## config.mk

```make
export PLATFORM = sky130hd
export DESIGN_NAME = sigmoid_share_arbiter
export DESIGN_NICKNAME = d
export VERILOG_FILES = /design/src/rtl/sigmoid_share_arbiter_pkg.sv /design/src/rtl/sigmoid_rsp_fifo.sv /design/src/rtl/sigmoid_share_arbiter.sv
export SDC_FILE = /design/constraint.sdc
export NUM_CORES = 1
export LEC_CHECK = 0
export ABC_AREA = 0
export BUFFER_PORTS_ARGS = -buffer_cell sky130_fd_sc_hd__buf_2
export CORE_ASPECT_RATIO = 0.8
export CORE_MARGIN = 3
export CORE_UTILIZATION = 34
export DETAILED_ROUTE_END_ITERATION = 6
export PLACE_DENSITY = 0.56
export SLEW_MARGIN = 20
export SYNTH_ARGS = -nofsm -noshare
export SYNTH_HDL_FRONTEND = slang
export SYNTH_SLANG_ARGS = --single-unit
```

## constraint.sdc

```tcl
create_clock -name clk -period 2.7 [get_ports clk]
set_input_delay 0.405 -clock clk [delete_from_list [all_inputs] [get_ports clk]]
set_output_delay 0.405 -clock clk [all_outputs]
set_load 0.005 [all_outputs]
```

## src/rtl/sigmoid_share_arbiter_pkg.sv

```systemverilog
// Shared types and defaults for the sigmoid sharing block.
// Q3.5 signed inputs, Q0.8 unsigned results, response entry layout.
package act_pkg;

  localparam int X_W            = 8;  // Q3.5 signed
  localparam int Y_W            = 8;  // Q0.8 unsigned
  localparam int N_REQ_DEF      = 4;
  localparam int UNIT_LAT_DEF   = 1;
  localparam int FIFO_DEPTH_DEF = 4;
  // id field is sized for the largest supported requester count (16)
  localparam int ID_W_MAX       = 4;

  typedef struct packed {
    logic [Y_W-1:0]      y;
    logic [ID_W_MAX-1:0] id;
  } rsp_entry_t;

endpackage

```

## src/rtl/sigmoid_rsp_fifo.sv

```systemverilog
// Synchronous first-word-fall-through FIFO with a registered occupancy count.
// Push on a full FIFO is only accepted together with a pop; pop on empty is ignored.
module sigmoid_rsp_fifo #(
  parameter int W     = 12,
  parameter int DEPTH = 4
) (
  input  logic         clk,
  input  logic         reset,
  input  logic         push_i,
  input  logic [W-1:0] din_i,
  input  logic         pop_i,
  output logic [W-1:0] dout_o,
  output logic         valid_o,
  output logic [$clog2(DEPTH):0] count_o
);

  localparam int AW = $clog2(DEPTH);
  localparam int CW = AW + 1;

  logic [DEPTH-1:0][W-1:0] mem_q;
  logic [AW-1:0]           wr_ptr_q, rd_ptr_q;
  logic [CW-1:0]           count_q, count_d;
  logic                    push_eff, pop_eff;

  // qualify push/pop against occupancy and form the next count
  always_comb begin
    pop_eff  = pop_i & (count_q != '0);
    push_eff = push_i & ((count_q != CW'(DEPTH)) | pop_eff);
    count_d  = count_q;
    case ({push_eff, pop_eff})
      2'b10:   count_d = count_q + 1'b1;
      2'b01:   count_d = count_q - 1'b1;
      default: count_d = count_q;
    endcase
  end

  // storage, pointers and count; pointers wrap naturally at DEPTH (power of 2)
  always_ff @(posedge clk or negedge reset) begin
    if (!reset) begin
      for (int i = 0; i < DEPTH; i++) mem_q[i] <= '0;
      wr_ptr_q <= '0;
      rd_ptr_q <= '0;
      count_q  <= '0;
    end else begin
      if (push_eff) begin
        mem_q[wr_ptr_q] <= din_i;
        wr_ptr_q        <= wr_ptr_q + 1'b1;
      end
      if (pop_eff) rd_ptr_q <= rd_ptr_q + 1'b1;
      count_q <= count_d;
    end
  end

  assign dout_o  = mem_q[rd_ptr_q];
  assign valid_o = (count_q != '0);
  assign count_o = count_q;

  // occupancy sanity: no push into a full FIFO without a matching pop
  always @(posedge clk) begin
    if (reset) begin
      assert (!(push_i && (count_q == CW'(DEPTH)) && !pop_eff))
        else $error("rsp fifo overflow");
      assert (count_q <= CW'(DEPTH))
        else $error("rsp fifo count out of range");
    end
  end

endmodule

```

## src/rtl/sigmoid_share_arbiter.sv

```systemverilog
// Round-robin share of one sigmoid unit among N_REQ requesters.
// Registered issue stage drives the unit; a tag pipe tracks the owner of each
// in-flight result; a credit-protected FIFO returns results in issue order.
module sigmoid_share_arbiter
  import act_pkg::*;
#(
  parameter int N_REQ      = N_REQ_DEF,
  parameter int ID_W       = $clog2(N_REQ),
  parameter int UNIT_LAT   = UNIT_LAT_DEF,
  parameter int FIFO_DEPTH = FIFO_DEPTH_DEF
) (
  input  logic                 clk,
  input  logic                 reset,
  input  logic [N_REQ-1:0]     req_valid,
  input  logic [X_W*N_REQ-1:0] req_x,
  output logic [N_REQ-1:0]     req_ready,
  output logic [X_W-1:0]       act_x,
  output logic                 act_valid,
  input  logic [Y_W-1:0]       act_y,
  output logic                 rsp_valid,
  output logic [Y_W-1:0]       rsp_y,
  output logic [ID_W-1:0]      rsp_id,
  input  logic                 rsp_ready,
  output logic                 busy
);

  localparam int CW    = $clog2(FIFO_DEPTH) + 1;
  localparam int SUM_W = $clog2(FIFO_DEPTH + UNIT_LAT + 2) + 1;
  localparam int EW    = $bits(rsp_entry_t);

  // issue stage
  logic [X_W-1:0]  act_x_q, act_x_d;
  logic            act_valid_q, act_valid_d;
  logic [ID_W-1:0] act_id_q, act_id_d;
  logic [ID_W-1:0] rr_ptr_q, rr_ptr_d;

  // tag pipe, aligned with the unit's internal latency
  logic [UNIT_LAT-1:0]           tag_vld_q;
  logic [UNIT_LAT-1:0][ID_W-1:0] tag_id_q;

  // arbitration / credit
  logic [ID_W-1:0]  cand, gnt_idx;
  logic             gnt_found, gnt_vld, can_issue;
  logic [SUM_W-1:0] inflight, credit_sum;

  // response path
  rsp_entry_t      push_ent, rsp_ent;
  logic [CW-1:0]   fifo_cnt;
  logic [EW-1:0]   fifo_dout;
  logic            fifo_valid;

  // credit count from registered state only, so a pop frees credit next cycle
  always_comb begin
    inflight = SUM_W'(act_valid_q);
    for (int i = 0; i < UNIT_LAT; i++) inflight = inflight + SUM_W'(tag_vld_q[i]);
    credit_sum = inflight + SUM_W'(fifo_cnt);
    can_issue  = credit_sum < SUM_W'(FIFO_DEPTH);
  end

  // round-robin search starting just after the last granted requester
  always_comb begin
    gnt_found = 1'b0;
    gnt_idx   = '0;
    cand      = '0;
    for (int k = 1; k <= N_REQ; k++) begin
      cand = ID_W'((int'(rr_ptr_q) + k) % N_REQ);
      if (!gnt_found && req_valid[cand]) begin
        gnt_found = 1'b1;
        gnt_idx   = cand;
      end
    end
    gnt_vld   = can_issue & gnt_found;
    req_ready = gnt_vld ? (N_REQ'(1) << gnt_idx) : '0;
  end

  // next state for issue register and priority pointer
  always_comb begin
    act_valid_d = gnt_vld;
    act_x_d     = act_x_q;
    act_id_d    = act_id_q;
    rr_ptr_d    = rr_ptr_q;
    if (gnt_vld) begin
      act_x_d  = req_x[gnt_idx*X_W +: X_W];
      act_id_d = gnt_idx;
      rr_ptr_d = gnt_idx;
    end
  end

  // issue register; pointer resets to the last index so requester 0 goes first
  always_ff @(posedge clk or negedge reset) begin
    if (!reset) begin
      act_x_q     <= '0;
      act_valid_q <= 1'b0;
      act_id_q    <= '0;
      rr_ptr_q    <= ID_W'(N_REQ - 1);
    end else begin
      act_x_q     <= act_x_d;
      act_valid_q <= act_valid_d;
      act_id_q    <= act_id_d;
      rr_ptr_q    <= rr_ptr_d;
    end
  end

  // tag pipe advances every cycle, mirroring the unit's non-stallable pipeline
  always_ff @(posedge clk or negedge reset) begin
    if (!reset) begin
      tag_vld_q <= '0;
      tag_id_q  <= '0;
    end else begin
      tag_vld_q[0] <= act_valid_q;
      tag_id_q[0]  <= act_id_q;
      for (int i = 1; i < UNIT_LAT; i++) begin
        tag_vld_q[i] <= tag_vld_q[i-1];
        tag_id_q[i]  <= tag_id_q[i-1];
      end
    end
  end

  // pair the unit result with the owner id leaving the tag pipe
  always_comb begin
    push_ent              = '0;
    push_ent.y            = act_y;
    push_ent.id[ID_W-1:0] = tag_id_q[UNIT_LAT-1];
  end

  sigmoid_rsp_fifo #(
    .W     (EW),
    .DEPTH (FIFO_DEPTH)
  ) u_fifo (
    .clk     (clk),
    .reset   (reset),
    .push_i  (tag_vld_q[UNIT_LAT-1]),
    .din_i   (push_ent),
    .pop_i   (rsp_ready),
    .dout_o  (fifo_dout),
    .valid_o (fifo_valid),
    .count_o (fifo_cnt)
  );

  assign rsp_ent   = rsp_entry_t'(fifo_dout);
  assign rsp_valid = fifo_valid;
  assign rsp_y     = rsp_ent.y;
  assign rsp_id    = rsp_ent.id[ID_W-1:0];
  assign act_x     = act_x_q;
  assign act_valid = act_valid_q;
  assign busy      = act_valid_q | (|tag_vld_q) | fifo_valid;

  // grant shape, bounded in-flight count, and unused id bits stay clear
  always @(posedge clk) begin
    if (reset) begin
      assert ($onehot0(req_ready))
        else $error("req_ready not onehot0");
      assert (inflight <= SUM_W'(UNIT_LAT + 1))
        else $error("too many issues in flight");
      assert ((rsp_ent.id >> ID_W) == '0)
        else $error("response id out of range");
    end
  end

endmodule

```

==> run_results.csv, run 1 <==
group,metric,value,unit
clock_tree,cts_hold_buf,0,
floorplan,start_util,36.05,%
sta,timing.final.crit_period,2.560,ns
clock_tree,clkTransAtPathRegs,0.06,ns
grt,grt.total_usage,14.07,%
synth,ys_async_sr_fraction,100.0,%
drt,wl,6832,um
synth,synth_top_cell_by_area,"dfrtp_1",
clock_tree,cts_root_buf,"clkbuf_16",
floorplan,design.core.area,8746,sq um
power_and_ir_drop,power.density,1293,nW/um^2
synth,synth_nets,293,
setup_path,cp.required,2.30,ns
synth,synth_flop_cell,"dfrtp_1",
power_and_ir_drop,p_switching,1683,uW
setup_path,path_cells,"nand2b_1, a21oi_2, or3_1, and3_1, buf_2",
finish,syn2layout_area_growth,26.83,%
grt,grt_use_met1,19.52,%
setup_path,path_max_fanout,10,
setup_path,path_class,"register to primary output",
grt,globalRouteMet3Util,3.826,%
worst_hold_path,holdCritPathClass,"input port to asynchronous set/reset pin",
grt,grt_pass1_vias,2298,
finish,fillers,800,
sta,fin_crit_sh,94.82,%
synth,yosys_warnings,0,
placed_design,dp_hpwl,5024,um
synth,synth_area_per_cell,13.19,sq um
sta,slew_headroom,56.94,%
drt,via_per_inst,5.046,
setup_path,cp_data_arrival_time,2.16,ns
floorplan,fp.dieW,113.7,um
sta,rsz0062_at_grt,"false",
grt,met2_usage,20.93,%
synth,synth_cells,239,
run,max-cap-violations,0,
floorplan,dieArea,10470,sq um
clock_tree,cts_tree,"built",
setup_path,start_kind,"register",
sta,slew_violations,0,
sta,tightest_slew,0.6458,ns
drt,avgRoutedWirePerCell,15.71,um
drt,antenna_left,0,
synth,synth-seq-area-share,50.08,%
synth,synth.distinct_cells,41,
drt,first_pass_iters,4,
placed_design,gp_congestion,0.7444,
sta,setup_viol,0,
floorplan,die_h,92.14,um
sta,setup_slack,0.1398,ns
grt,grt_max_degree,42,
sta,finalSetupTns,0,ns
drt,drc,0,
grt,grt_pass1_wl,11520,um
drt,drt_iter0_markers,79,
placed_design,io_buffers,71,
outcome,status,"completed",
synth,yosysMostFrequentCell,"dfrtp_1",
grt,grt.busiest_layer,"met2",
floorplan,row_count,30,
power_and_ir_drop,p_sw_share,32.55,%
setup_path,slowest_delay,0.58,ns
synth,netlist_top_cells_area,"dfrtp_1, mux2_2, mux4_2",
drt,vias,2195,
synth,synth_commonest_cells,"dfrtp_1, mux2_2, nand2_1",
sta,fmax,390.6,MHz
power_and_ir_drop,p_leak,0.001811,uW
placed_design,dp_slack,0.4466,ns
synth,synth_edf_count,0,
grt,antenna_found_initial,0,
power_and_ir_drop,vdd_drop_max,365.6,uV
clock_tree,numClockSinks,63,
finish,layout-drive-gt1-share,49.54,%
power_and_ir_drop,pwr-share-comb,41.6,%
synth,netlist.area_leader.share,48.41,%
power_and_ir_drop,pwr-share-clk,24.4,%
setup_path,worstSetupEndpointType,"primary output",
synth,synth.cell_area,3153,sq um
clock_tree,cts_max_path_buffers,2,
synth,ys_seq_elements,63,
setup_path,worst-path-buf-inv,1,
grt,grt.overflow.total,0,
power_and_ir_drop,p_int,3488,uW
setup_path,path_delay_family,"simple AND/OR/NAND/NOR gates",
setup_path,crit_cells,5,
finish,diodes,0,
sta,skew,0.008002,ns
sta,finalHoldViolCount,0,
sta,whs,0.05783,ns
floorplan,boundaryPins,72,
clock_tree,clock_latency,0.32,ns
power_and_ir_drop,pwr-share-seq,34.0,%
clock_tree,numCtsBuffers,9,
setup_path,critPathSlowestCell,"dfstp_2",
setup_path,reg2reg_depth,5,
clock_tree,h-tree-depth,3,
finish,post-route-util,45.72,%
finish,nNetsFinal,373,
-- what timing repair did --
action,CTS,global route
buffers inserted,0,0
endpoints found under the setup margin,0,1
resized for setup,0,1
-- state kept, by name, summed over array words and instances, names as in the netlist --
register	count
u_fifo.mem_q	40
u_fifo.count_o	3
act_id_q	2
rr_ptr_q	2
tag_vld_q	1
act_x	8
tag_id_q	2
act_valid	1
u_fifo.rd_ptr_q	2
u_fifo.wr_ptr_q	2
-- cells in the final DEF (no fill, tap or decap), types with 2 or more instances in the layout --
cell type  count
buf_2         71
a211oi_1       7
clkbuf_8       3
and3_1         2
xnor2_1        4
a2111oi_4      2
dfrtp_1       61
inv_1          7
bufinv_16      2
nor3_1        10
or3_1          2
a2111oi_2      6
clkbuf_16      9
dfstp_2        2
nor2_1        15
buf_4          7
ha_1           6
mux2i_1        9
mux4_2        10
xor2_1         2
mux2_2        40
nand2_1       23
and2_1         2
-- per-stage QoR --
step	cell area (sq um)	cells	power (uW)
after floorplan	3153	239	3267
after global placement	3664	420	3909
after detailed placement	3664	420	3952
after CTS	3995	435	5250
after global routing	3999	435	5569
final	3999	435	5170
-- power groups by stage --
stage	Combinational (uW)	Clock, uW	Sequential, uW
2_1_floorplan	1600	0	1670
3_3_place_gp	2150	0	1760
3_5_place_dp	2180	0	1770
4_1_cts	2190	1300	1760
5_1_grt	2410	1340	1820
6_report	2150	1260	1760
-- final timing paths --
check / start / endpoint / slack (ns)
max reg2reg: rr_ptr_q[0] / act_x[4] / 0.55
max: rr_ptr_q[0] / req_ready[1] / 0.14
min reg2reg: act_id_q[1] / tag_id_q[1] / 0.38
min: reset / u_fifo.mem_q[30] / 0.06
min in group clk: req_x[30] / act_x[6] / 0.36
max in group asynchronous: reset / rr_ptr_q[0] / 1.99
-- layer usage --
layer	part of all wire (%)	vias up
met5	0	-
met4	1.8	0
met3	3.6	13
met2	47	36
met1	47	1112
li1	-	1034
-- layout make-up --
type | count | area (sq um) | share of cell area [%]
Tap cell | 112 | 140.1 | 3.504
Sequential cell | 63 | 1579 | 39.49
Clock buffer | 12 | 266.5 | 6.665
Timing Repair Buffer | 79 | 427.9 | 10.70
Multi-Input combinational cell | 158 | 1486 | 37.17
Inverter | 8 | 33.78 | 0.8448
Clock inverter | 3 | 65.06 | 1.627
-- worst reg2reg max path, stage by stage, from the launching register on --
cell and delay [ns]:
dfstp_2 0.58, nand2b_1 0.13, a21oi_2 0.12, or3_1 0.58, a2111oi_2 0.50, a211oi_1 0.10
-- kinds of logic (layout without fill, tap and decap cells) --
kind of cell	count (synthesis)	after routing	synth area share (%)
AND/OR/NAND/NOR	61	61	8.810
adder cells (fa/ha/maj)	7	7	3.016
flip-flops	63	63	50.08
XOR/XNOR	6	6	1.667
buffers and inverters	18	102	2.778
multiplexers	59	59	24.29
AO/OA/AOI/OAI	25	25	9.365
(Power assumes the default switching activity.)
==> run 2, diff against run 1 <==
==> constraint.sdc (replaced) <==
create_clock -name clk -period 3.09 [get_ports clk]
set_input_delay 0.4635 -clock clk [delete_from_list [all_inputs] [get_ports clk]]
set_output_delay 0.4635 -clock clk [all_outputs]
set_load 0.005 [all_outputs]
==> run 2 against run 1 <==
Global-route usage down 0.17 points. Cell area down 1.2%. Final cell count unchanged. Power down 15%. Critical endpoint is now req_ready[2]. Clock skew down 0.0015 ns. Die area unchanged. Clock power down 17%. Via count down 2.0%. Sequential cell count unchanged.
==> run_results.csv, run 2 (synthesized netlist as in run 1, its figures left out) <==
group,metric,value,unit
placed_design,dp_hpwl,4892,um
floorplan,design.core.area,8746,sq um
clock_tree,cts_setup_buffers,0,
finish,syn2layout_area_growth,25.36,%
drt,wl,6724,um
finish,final_common_cell,"buf_2",
clock_tree,numClockSinks,63,
setup_path,critPathSlowestCell,"dfrtp_1",
outcome,status,"completed",
finish,post-route-util,45.19,%
clock_tree,clkTransAtPathRegs,0.05,ns
finish,largest_reg_flops,40,
setup_path,slowest_delay,0.42,ns
clock_tree,clock_latency,0.32,ns
setup_path,path_max_fanout,15,
drt,avgRoutedWirePerCell,15.46,um
sta,setup_viol,0,
grt,grt.busiest_layer,"met2",
setup_path,reg2reg_depth,6,
drt,vias,2152,
setup_path,path_class,"register to primary output",
clock_tree,cts_tree,"built",
finish,fillers,810,
power_and_ir_drop,power.density,1118,nW/um^2
sta,slew_violations,0,
floorplan,dieArea,10470,sq um
floorplan,boundaryPins,72,
power_and_ir_drop,vdd_drop_max,392.2,uV
setup_path,startpoint,"u_fifo.count_o[0]",
floorplan,row_count,30,
floorplan,fp.dieW,113.7,um
worst_hold_path,holdCritPathClass,"register to register",
setup_path,r2r_start,"u_fifo.count_o[0]",
drt,first_pass_iters,4,
grt,grt_use_met1,19.49,%
placed_design,place_area,3636,sq um
grt,globalRouteMet3Util,4.749,%
finish,largest_register,"u_fifo.mem_q",
grt,antenna_found_initial,0,
sta,skew,0.006503,ns
drt,antenna_left,0,
clock_tree,numCtsBuffers,9,
power_and_ir_drop,p_leak,0.001793,uW
setup_path,path_cells,"ha_1, a21o_1, a211o_1, inv_1, nand2_1, nor2_1, buf_2",
sta,fmax,361.8,MHz
clock_tree,cts_resized,0,
drt,drt_iter0_markers,100,
clock_tree,h-tree-depth,3,
grt,met2_usage,20.34,%
finish,diodes,0,
setup_path,critPathCapture,"req_ready[2]",
finish,layout-drive-gt1-share,47.99,%
power_and_ir_drop,pwr-share-clk,23.6,%
placed_design,gp_congestion,0.7249,
power_and_ir_drop,p_int,2957,uW
sta,finalSetupTns,0,ns
grt,grt_pass1_wl,11320,um
floorplan,die_h,92.14,um
drt,drc,0,
setup_path,regToRegSetupSlack,0.83,ns
placed_design,io_buffers,71,
sta,slew_headroom,50.57,%
finish,stdcell_area,3953,sq um
grt,grt_max_degree,33,
sta,timing.final.crit_period,2.764,ns
floorplan,start_util,36.05,%
power_and_ir_drop,p_sw_share,33.10,%
grt,grt.total_usage,13.90,%
setup_path,cp_data_arrival_time,2.30,ns
power_and_ir_drop,pwr-share-comb,40.8,%
power_and_ir_drop,p_switching,1463,uW
drt,via_per_inst,4.947,
clock_tree,cts_root_buf,"clkbuf_16",
setup_path,r2r-end,"act_x[6]",
clock_tree,cts_max_path_buffers,2,
sta,fin_crit_sh,89.44,%
grt,grt.overflow.total,0,
finish,nNetsFinal,372,
power_and_ir_drop,pwr-share-seq,35.6,%
finish,final_cell_mix,"buf_2, dfrtp_1, mux2_2",
sta,rsz0062_at_grt,"false",
grt,grt_pass1_vias,2255,
sta,finalHoldViolCount,0,
setup_path,cp.required,2.63,ns
sta,tightest_slew,0.7414,ns
setup_path,worstSetupEndpointType,"primary output",
run,max-cap-violations,0,
setup_path,start_kind,"register",
-- run 2: changes by cell type in the layout (fill, tap and decap cells not counted) --
| cell | before | now |
|---|---|---|
| buf_12 | 1 | 0 |
| buf_4 | 7 | 6 |
| clkbuf_1 | 0 | 3 |
| clkbuf_8 | 3 | 0 |
| clkinv_2 | 1 | 2 |
| clkinvlp_4 | 1 | 0 |
| dlygate4sd3_1 | 0 | 1 |
| inv_1 | 7 | 8 |
-- run 2: routing by layer --
| metal | part of all wire [%] | wire [um] | up-vias |
|---|---|---|---|
| met2 | 47 | 3189 | 30 |
| li1 | - | - | 1029 |
| met3 | 4.1 | 273 | 6 |
| met5 | 0 | 0 | - |
| met4 | 0.98 | 66 | 0 |
| met1 | 48 | 3194 | 1087 |
-- run 2: worst min path at each step --
stage | startpoint | cells past startpoint | slack [ns] | endpoint
floorplan | reset | 0 | 0.17 | act_id_q[0]
global placement | reset | 1 | 0.28 | u_fifo.mem_q[33]
detailed placement | reset | 1 | 0.28 | u_fifo.mem_q[33]
CTS | act_id_q[0] | 0 | 0.38 | tag_id_q[0]
global route | act_id_q[1] | 0 | 0.39 | tag_id_q[1]
finish | act_id_q[1] | 0 | 0.38 | tag_id_q[1]
-- run 2: power by group through the flow --
stage	combinational (uW)	sequential, uW	clock, uW
2_1_floorplan	1400	1460	0
4_1_cts	1840	1580	1060
5_1_grt	2020	1640	1110
6_report	1800	1570	1040
3_3_place_gp	1810	1580	0
3_5_place_dp	1830	1590	0
-- run 2: critical path: cells and delay by family (launching register included) --
family          cells  cell delay [ns]
buf+inv             2             0.49
compound gates      2             0.47
flops               1             0.42
simple gates        2             0.30
fa+ha+maj           1             0.29
-- run 2: metrics by stage --
stage	power, uW	std cells	hold WS [ns]	worst slack, ns
floorplan	2855	239	0.1679	0.9294
global placement	3398	418	0.2772	0.7007
detailed placement	3424	418	0.2768	0.6796
CTS	4484	435	0.3807	0.3073
global route	4766	435	0.3864	0.1834
finish	4420	435	0.3779	0.3264
-- run 2: cell type report --
| cell class | count | area [sq um] | share of cell area (%) |
|---|---|---|---|
| Tap cell | 112 | 140.1 | 3.545 |
| Timing Repair Buffer | 78 | 410.4 | 10.38 |
| Clock inverter | 4 | 70.07 | 1.773 |
| Clock buffer | 12 | 236.5 | 5.983 |
| Sequential cell | 63 | 1579 | 39.95 |
| Multi-Input combinational cell | 158 | 1486 | 37.61 |
| Inverter | 8 | 30.03 | 0.7597 |
-- run 2: repair_timing --
action	CTS	global route
hold buffers	1	0
endpoints found under the hold margin	3	0
endpoints found under the setup margin	0	0
